--- config.mk ---
export PLATFORM = sky130hd
export DESIGN_NAME = proc_control_fsm_flat
export DESIGN_NICKNAME = d
export VERILOG_FILES = /design/src/rtl/proc_control_fsm_if.sv /design/src/rtl/proc_control_fsm.sv /design/src/flat_wrapper.sv
export SDC_FILE = /design/constraint.sdc
export NUM_CORES = 1
export LEC_CHECK = 0
export BUFFER_PORTS_ARGS = -buffer_cell sky130_fd_sc_hd__buf_4
export CORE_MARGIN = 3
export CORE_UTILIZATION = 40
export DETAILED_ROUTE_END_ITERATION = 10
export PLACE_DENSITY = 0.66
export SKIP_CTS_REPAIR_TIMING = 1
export SYNTH_ARGS = -nofsm -noshare
export SYNTH_HDL_FRONTEND = slang
export SYNTH_SLANG_ARGS = --single-unit
--- constraint.sdc ---
create_clock -name clk -period 5.3 [get_ports clk]
set_clock_uncertainty 0.1 [all_clocks]
set_input_delay 1.325 -clock clk [delete_from_list [all_inputs] [get_ports clk]]
set_output_delay 1.325 -clock clk [all_outputs]
set_load 0.02 [all_outputs]
--- src/rtl/proc_control_fsm_if.sv ---
// Control bundle between the multicycle control unit and the processor datapath.
// The controller consumes the IR fields and drives register enables and bus selects.
interface proc_control_fsm_if;
    logic       run;
    logic [8:0] ir;
    logic       gnz;
    logic       ir_in;
    logic [7:0] r_in;
    logic [7:0] r_out;
    logic       din_out;
    logic       g_out;
    logic       a_in;
    logic       g_in;
    logic       add_sub;
    logic       addr_in;
    logic       dout_in;
    logic       w_d;
    logic       done;
    logic [1:0] tstep;

    modport master (
        input  run, ir, gnz,
        output ir_in, r_in, r_out, din_out, g_out, a_in, g_in, add_sub,
               addr_in, dout_in, w_d, done, tstep
    );

    modport slave (
        output run, ir, gnz,
        input  ir_in, r_in, r_out, din_out, g_out, a_in, g_in, add_sub,
               addr_in, dout_in, w_d, done, tstep
    );
endinterface

--- src/rtl/proc_control_fsm.sv ---
// Multicycle control unit: steps each IR instruction through T0..T3, with an
// optional wait in T2 for ld. All outputs decode combinationally from state and IR.
module proc_control_fsm #(
    parameter int LD_WAIT = 1,
    parameter int CNT_W   = 3
) (
    input  logic                clk,
    input  logic                rst,
    proc_control_fsm_if.master  bus
);
    typedef enum logic [1:0] {T0 = 2'd0, T1 = 2'd1, T2 = 2'd2, T3 = 2'd3} tstep_t;

    localparam logic [2:0] OP_MV   = 3'b000;
    localparam logic [2:0] OP_MVI  = 3'b001;
    localparam logic [2:0] OP_ADD  = 3'b010;
    localparam logic [2:0] OP_SUB  = 3'b011;
    localparam logic [2:0] OP_LD   = 3'b100;
    localparam logic [2:0] OP_ST   = 3'b101;
    localparam logic [2:0] OP_MVNZ = 3'b110;

    localparam logic [CNT_W-1:0] LD_WAIT_C = CNT_W'(LD_WAIT);
    localparam logic [CNT_W-1:0] CNT_ONE   = CNT_W'(1);

    tstep_t           tstep_q, tstep_d;
    logic [CNT_W-1:0] cnt_q, cnt_d;

    logic [2:0] op, x, y;
    logic [7:0] x_onehot, y_onehot;

    assign op = bus.ir[8:6];
    assign x  = bus.ir[5:3];
    assign y  = bus.ir[2:0];

    generate
        for (genvar gi = 0; gi < 8; gi++) begin : g_dec
            assign x_onehot[gi] = (x == 3'(gi));
            assign y_onehot[gi] = (y == 3'(gi));
        end
    endgenerate

    always_ff @(posedge clk or posedge rst) begin
        if (rst) begin
            tstep_q <= T0;
            cnt_q   <= '0;
        end else begin
            tstep_q <= tstep_d;
            cnt_q   <= cnt_d;
        end
    end

    always_comb begin
        tstep_d     = tstep_q;
        cnt_d       = cnt_q;
        bus.ir_in   = 1'b0;
        bus.r_in    = 8'h00;
        bus.r_out   = 8'h00;
        bus.din_out = 1'b0;
        bus.g_out   = 1'b0;
        bus.a_in    = 1'b0;
        bus.g_in    = 1'b0;
        bus.add_sub = 1'b0;
        bus.addr_in = 1'b0;
        bus.dout_in = 1'b0;
        bus.w_d     = 1'b0;
        bus.done    = 1'b0;

        case (tstep_q)
            T0: begin
                bus.ir_in = bus.run;
                if (bus.run) tstep_d = T1;
            end
            T1: begin
                case (op)
                    OP_MV: begin
                        bus.r_out = y_onehot;
                        bus.r_in  = x_onehot;
                        bus.done  = 1'b1;
                        tstep_d   = T0;
                    end
                    OP_MVI: begin
                        bus.din_out = 1'b1;
                        bus.r_in    = x_onehot;
                        bus.done    = 1'b1;
                        tstep_d     = T0;
                    end
                    OP_ADD, OP_SUB: begin
                        bus.r_out = x_onehot;
                        bus.a_in  = 1'b1;
                        tstep_d   = T2;
                    end
                    OP_LD, OP_ST: begin
                        bus.r_out   = y_onehot;
                        bus.addr_in = 1'b1;
                        cnt_d       = '0;
                        tstep_d     = T2;
                    end
                    OP_MVNZ: begin
                        if (bus.gnz) begin
                            bus.r_out = y_onehot;
                            bus.r_in  = x_onehot;
                        end
                        bus.done = 1'b1;
                        tstep_d  = T0;
                    end
                    default: begin
                        bus.done = 1'b1;
                        tstep_d  = T0;
                    end
                endcase
            end
            T2: begin
                case (op)
                    OP_ADD, OP_SUB: begin
                        bus.r_out   = y_onehot;
                        bus.g_in    = 1'b1;
                        bus.add_sub = (op == OP_SUB);
                        tstep_d     = T3;
                    end
                    // Memory read latency: hold T2 silently until the counter reaches LD_WAIT.
                    OP_LD: begin
                        if (cnt_q == LD_WAIT_C) tstep_d = T3;
                        else                    cnt_d   = cnt_q + CNT_ONE;
                    end
                    OP_ST: begin
                        bus.r_out   = x_onehot;
                        bus.dout_in = 1'b1;
                        bus.w_d     = 1'b1;
                        bus.done    = 1'b1;
                        tstep_d     = T0;
                    end
                    default: tstep_d = T0;
                endcase
            end
            T3: begin
                case (op)
                    OP_ADD, OP_SUB: begin
                        bus.g_out = 1'b1;
                        bus.r_in  = x_onehot;
                        bus.done  = 1'b1;
                        tstep_d   = T0;
                    end
                    OP_LD: begin
                        bus.din_out = 1'b1;
                        bus.r_in    = x_onehot;
                        bus.done    = 1'b1;
                        tstep_d     = T0;
                    end
                    default: tstep_d = T0;
                endcase
            end
            default: tstep_d = T0;
        endcase
    end

    assign bus.tstep = tstep_q;
endmodule

--- src/flat_wrapper.sv ---
// flat-port wrapper written by rule: the top's interface ports become plain ports
module proc_control_fsm_flat 
#(
    parameter int LD_WAIT = 1,
    parameter int CNT_W   = 3
)
  (clk, rst, bus_run, bus_ir, bus_gnz, bus_ir_in, bus_r_in, bus_r_out, bus_din_out, bus_g_out, bus_a_in, bus_g_in, bus_add_sub, bus_addr_in, bus_dout_in, bus_w_d, bus_done, bus_tstep);
  proc_control_fsm_if bus_i ();
  input  logic clk;
  input  logic rst;
  input wire logic [$bits(bus_i.run)-1:0] bus_run;
  input wire logic [$bits(bus_i.ir)-1:0] bus_ir;
  input wire logic [$bits(bus_i.gnz)-1:0] bus_gnz;
  output wire logic [$bits(bus_i.ir_in)-1:0] bus_ir_in;
  output wire logic [$bits(bus_i.r_in)-1:0] bus_r_in;
  output wire logic [$bits(bus_i.r_out)-1:0] bus_r_out;
  output wire logic [$bits(bus_i.din_out)-1:0] bus_din_out;
  output wire logic [$bits(bus_i.g_out)-1:0] bus_g_out;
  output wire logic [$bits(bus_i.a_in)-1:0] bus_a_in;
  output wire logic [$bits(bus_i.g_in)-1:0] bus_g_in;
  output wire logic [$bits(bus_i.add_sub)-1:0] bus_add_sub;
  output wire logic [$bits(bus_i.addr_in)-1:0] bus_addr_in;
  output wire logic [$bits(bus_i.dout_in)-1:0] bus_dout_in;
  output wire logic [$bits(bus_i.w_d)-1:0] bus_w_d;
  output wire logic [$bits(bus_i.done)-1:0] bus_done;
  output wire logic [$bits(bus_i.tstep)-1:0] bus_tstep;
  assign bus_i.run = bus_run;
  assign bus_i.ir = bus_ir;
  assign bus_i.gnz = bus_gnz;
  assign bus_ir_in = bus_i.ir_in;
  assign bus_r_in = bus_i.r_in;
  assign bus_r_out = bus_i.r_out;
  assign bus_din_out = bus_i.din_out;
  assign bus_g_out = bus_i.g_out;
  assign bus_a_in = bus_i.a_in;
  assign bus_g_in = bus_i.g_in;
  assign bus_add_sub = bus_i.add_sub;
  assign bus_addr_in = bus_i.addr_in;
  assign bus_dout_in = bus_i.dout_in;
  assign bus_w_d = bus_i.w_d;
  assign bus_done = bus_i.done;
  assign bus_tstep = bus_i.tstep;
  proc_control_fsm #(.LD_WAIT(LD_WAIT), .CNT_W(CNT_W)) u_core (.clk(clk), .rst(rst), .bus(bus_i));
endmodule
Word-level counts from Yosys, hierarchy flattened
Cells that the tools add are included.
Operators by class
  equality and inequality tests: 29
  reduce and logical (&&, ||, !) cells: 13
  shift-type cells: 0
  bitwise operators: 0
  $mul: 0
  divide/modulo/power cells: 0
  $add $sub $neg: 1
  muxes and demuxes: 34
  magnitude comparators: 0
Operators with widths (count)
  one-hot mux 8 bit (2 select lines): 4
  == test 3 bit, second input constant: 11
  two-way mux 8 bit: 3
  one-hot mux 8 bit (3 select lines): 1
  == test 3 x 2 -> 1 bit, second input constant: 6
  two-way mux 1 bit: 15
  == test 3 x 1 -> 1 bit, second input constant: 4
  zero test 3 bit: 3
  two-way mux 3 bit: 3
  one-hot mux 2 bit (4 select lines): 1
  two-way mux 2 bit: 3
  != test 2 bit, second input constant: 3
  one-hot mux 3 bit (2 select lines): 1
  OR reduction 2 bit: 3
  OR reduction 3 bit: 2
  == test 2 bit, second input constant: 2
  one-hot mux 2 bit (2 select lines): 1
  AND reduction 4 bit: 1
  OR reduction 4 bit: 1
  adder 3 x 1 -> 3 bit, second input constant: 1
  != test 3 x 2 -> 1 bit, second input constant: 1
  one-hot mux 1 bit (3 select lines): 1
  == test 2 x 1 -> 1 bit, second input constant: 1
  zero test 2 bit: 1
  4 further kinds: 4
Storage, ports and cells
  flip-flop bits (word level): 5
  bits in latches: 0
  output and inout bits: 28
  memories: 0
  bits in writable memories: 0
  logic and storage cells: 79
  bits in read-only memories: 0
  input bits: 13

Logic depth before layout (Yosys ltp)
  depth in word-level cells: 4
  mapped depth: 7
  depth with buffers taken out: 6

Least setup slack after synthesis
No wires, ideal clock.
  kind: in2out
  from: in bus_ir[7]
  to: out bus_r_out[1]
  path slack: 1.383 ns
  stages on the path: 5
  arrival time: 2.492 ns
  data required time: 3.875 ns
  path buffers: 1
  path through: buf_2 -> o21ba_2 -> a211oi_2 -> o2bb2a_4 -> o21ai_1
On the way
  cells in the longest elaborated chain, start to end: 4
  elaborated cells between the ends (all ways): 11
  classes of those cells: 5 x eq/ne; 3 x mux; 3 x reduce/logical
Ends and longest elaborated chain
  start: declaration: line flat_wrapper.sv:12  | input wire logic [$bits(bus_i.ir)-1:0] bus_ir;
  == test 3 bit, or another cell as far along: line proc_control_fsm.sv:73, proc_control_fsm.sv:112
  OR reduction 3 bit (no source line) / OR reduction 2 bit (equally long branches)
  one-hot mux 8 bit (3 select lines) / one-hot mux 8 bit (2 select lines) (equally long branches): line proc_control_fsm.sv:73, proc_control_fsm.sv:112
  one-hot mux 8 bit (2 select lines) *: line proc_control_fsm.sv:67  | case (tstep_q)
  end: declaration: line flat_wrapper.sv:16  | output wire logic [$bits(bus_i.r_out)-1:0] bus_r_out;
Every way passes the cells marked *; elsewhere a longest branch is shown, timed or not.

Final worst setup path
  from: in bus_ir[8]
  to: out bus_r_out[0]
The elaborated chain is that of the path after synthesis.

==> out/results.txt <==
Commonest non-fill, non-tap cell in the layout = buf_4
GP Congestion = 0.859
Cell Area, Synth = 0.00107 mm2
Asr flop ratio synth = 100%
Sw frac = 52.6%
Yosys reg bits = 5
Post-Synthesis Net Count = 173
Largest net degree at the start of global routing = 14
Clock transition at path regs = 0.04 ns
Synth Warn # = 0
Hold Fails Final Rpt = 0
Combinational share of power = 73.4%
CP Launch Type = input port
Routed wire length = 2.83 mm
Initial DRC count = 60
Cts bufs inserted = 3
Max_slew headroom = 69.0%
Worst setup path category = in2out
Peak VDD IR = 0.287 mV
Final min period = 4.10 ns
Tot GR Track Use = 17.4%
Mapped Avg Cell Area = 7.17 um2
Vias in the first global route = 1041
Worst EP required = 3.88 ns
Detailed placement HPWL = 2.24 mm
Wire per inst = 13.3 um
Leakage = 0.637 nW
Post-synth top flop = dfrtp_1
Final-report setup violation count = 0
Clock power frac = 11.4%
TritonCTS clock tree = built
Vias per inst = 5.61
FMAX = 244 MHz
Internal = 0.186 mW
Outcome = finished clean
Final #Nets = 206
Aggregate global routing overflow = 0
Die W = 57.8 um
Seq/Total Area, Yosys = 11.6%
Hold WC Path Type = reg2reg
Post-route ant nets = 0
Diode count = 0
RSZ-0062 raised after global routing = no
I/O Pins = 41
Critical path arrival = 2.68 ns
Layout cells sized above 1 = 29.1%
Setup TNS = 0 ns
Chip height = 57.8 um
DRC Markers = 0
Pwr dens = 283 mW/mm2
Placeable core region = 0.00252 mm2
Yosys cell types = 47
Fillers = 256
Worst setup margin = 1.20 ns
Worst Setup End Kind = primary output
Final period util = 77.4%
Area grow syn2layout = 28.9%
Clock Sinks = 5
DRT Pass-1 Iters = 4
NetSw = 0.206 mW
Synthesized instance count = 150
Post-synth EDFFs = 0
First-pass GRT wire length = 4.68 mm
Initial antenna violation count = 0
Maxcap violations = 0
CP max FO = 9
DR vias = 1189
Die ar. = 0.00334 mm2
Worst slew pin tran = 0.465 ns
Clk root buf = clkbuf_4
Slew Limit Fails = 0
Maximum buffer depth of the clock tree = 2
Htree depth = 1
Worst-Skew Late Latency = 0.24 ns
Pre-CTS setup slack = 1.22 ns
Seq pwr share = 15.2%
Port buffer count = 40
Commonest cells after routing, fill and taps aside = buf_4 (40), nor2_1 (16), inv_1 (11), nand2_1 (11), ha_1 (10)
Row count = 18
Initial Util = 42.6%
-- stage by stage --
step / total power, mW / instance area (um2) / utilization, % / std cells / hold slack, ns
2_1_floorplan: 0.258 / 1070 / - / 150 / 0.421
3_3_place_gp: 0.343 / 1360 / 53.9 / 208 / 0.467
3_5_place_dp: 0.348 / 1360 / 53.9 / 208 / 0.467
4_1_cts: 0.395 / 1390 / 54.9 / 212 / 0.477
5_1_grt: 0.429 / 1390 / 54.9 / 212 / 0.503
6_report: 0.392 / 1390 / 54.9 / 212 / 0.476
-- kinds of logic (layout without fill, tap and decap cells) --
kind of cell / Yosys count / after routing / share of synthesized area [%]
AOI/OAI and AO/OA: 42 / 42 / 30.3
and+or+nand+nor: 67 / 67 / 34.6
DFF: 5 / 5 / 11.6
buffers and inverters: 23 / 55 / 8.85
adders and majority gates: 10 / 10 / 11.6
muxes: 3 / 3 / 3.03
-- worst paths after layout --
kind,from,end,slack (ns),depth (start not counted)
worst max-delay path,bus_ir[8],bus_r_out[0],1.20,8
max in group asynchronous,rst,u_core.bus.tstep[1],4.05,2
worst min-delay path,u_core.bus.tstep[1],u_core.bus.tstep[1],0.48,1
worst max register to register,u_core.bus.tstep[0],u_core.cnt_q[2],3.28,6
min in group asynchronous,rst,u_core.cnt_q[2],0.88,2
worst min register to register,u_core.bus.tstep[1],u_core.bus.tstep[1],0.48,1
-- cell usage after synthesis, types with 3 or more instances --
library cell,number,area (um2)
inv_1,11,41.3
o22ai_1,6,37.5
nor2_1,16,60.1
dfrtp_1,5,125
nand2b_1,5,31.3
clkbuf_1,7,26.3
ha_1,10,125
nand3_1,5,25.0
nand3b_1,6,45.0
or3b_1,3,26.3
nor2b_1,7,43.8
o21ai_0,4,20.0
o21ai_1,8,40.0
and2_1,4,25.0
a21oi_1,6,30.0
nand2_1,11,41.3
-- metal layers --
layer | wire length, um | share of wire [%] | GRT usage [%]
met2 | 1190 | 42 | 25.2
met3 | 261 | 9.2 | 2.45
met4 | 12 | 0.42 | 4.30
met1 | 1370 | 48 | 26.9
met5 | 0 | 0 | 0
-- critical path: stages --
cell and delay [ns]:
buf_4 0.14, inv_1 0.09, ha_1 0.33, nand3b_1 0.22
nor3_1 0.19, o21ai_0 0.12, o21ai_1 0.10, buf_4 0.16
-- sequential cells by signal (all words and copies together) (netlist names) --
register / flops
u_core.bus.tstep: 2
u_core.cnt_q: 3
-- cell type report --
class                   count  area [um2]  area share, %
clock buffers               4        26.3           1.90
inverters                  11        41.3           2.98
multi-input cells         122         855           61.7
flip-flops and latches      5         125           9.03
well taps                  30        37.5           2.71
repair buffers             40         300           21.7
-- power by group through the flow --
stage / clock (mW) / combinational, mW / sequential, mW
global placement: 0 / 0.284 / 0.0591
floorplan: 0 / 0.191 / 0.0673
global route: 0.0488 / 0.319 / 0.0615
finish: 0.0448 / 0.288 / 0.0594
detailed placement: 0 / 0.288 / 0.0600
CTS: 0.0458 / 0.290 / 0.0596
No activity file was read; power rests on OpenSTA's default activity.
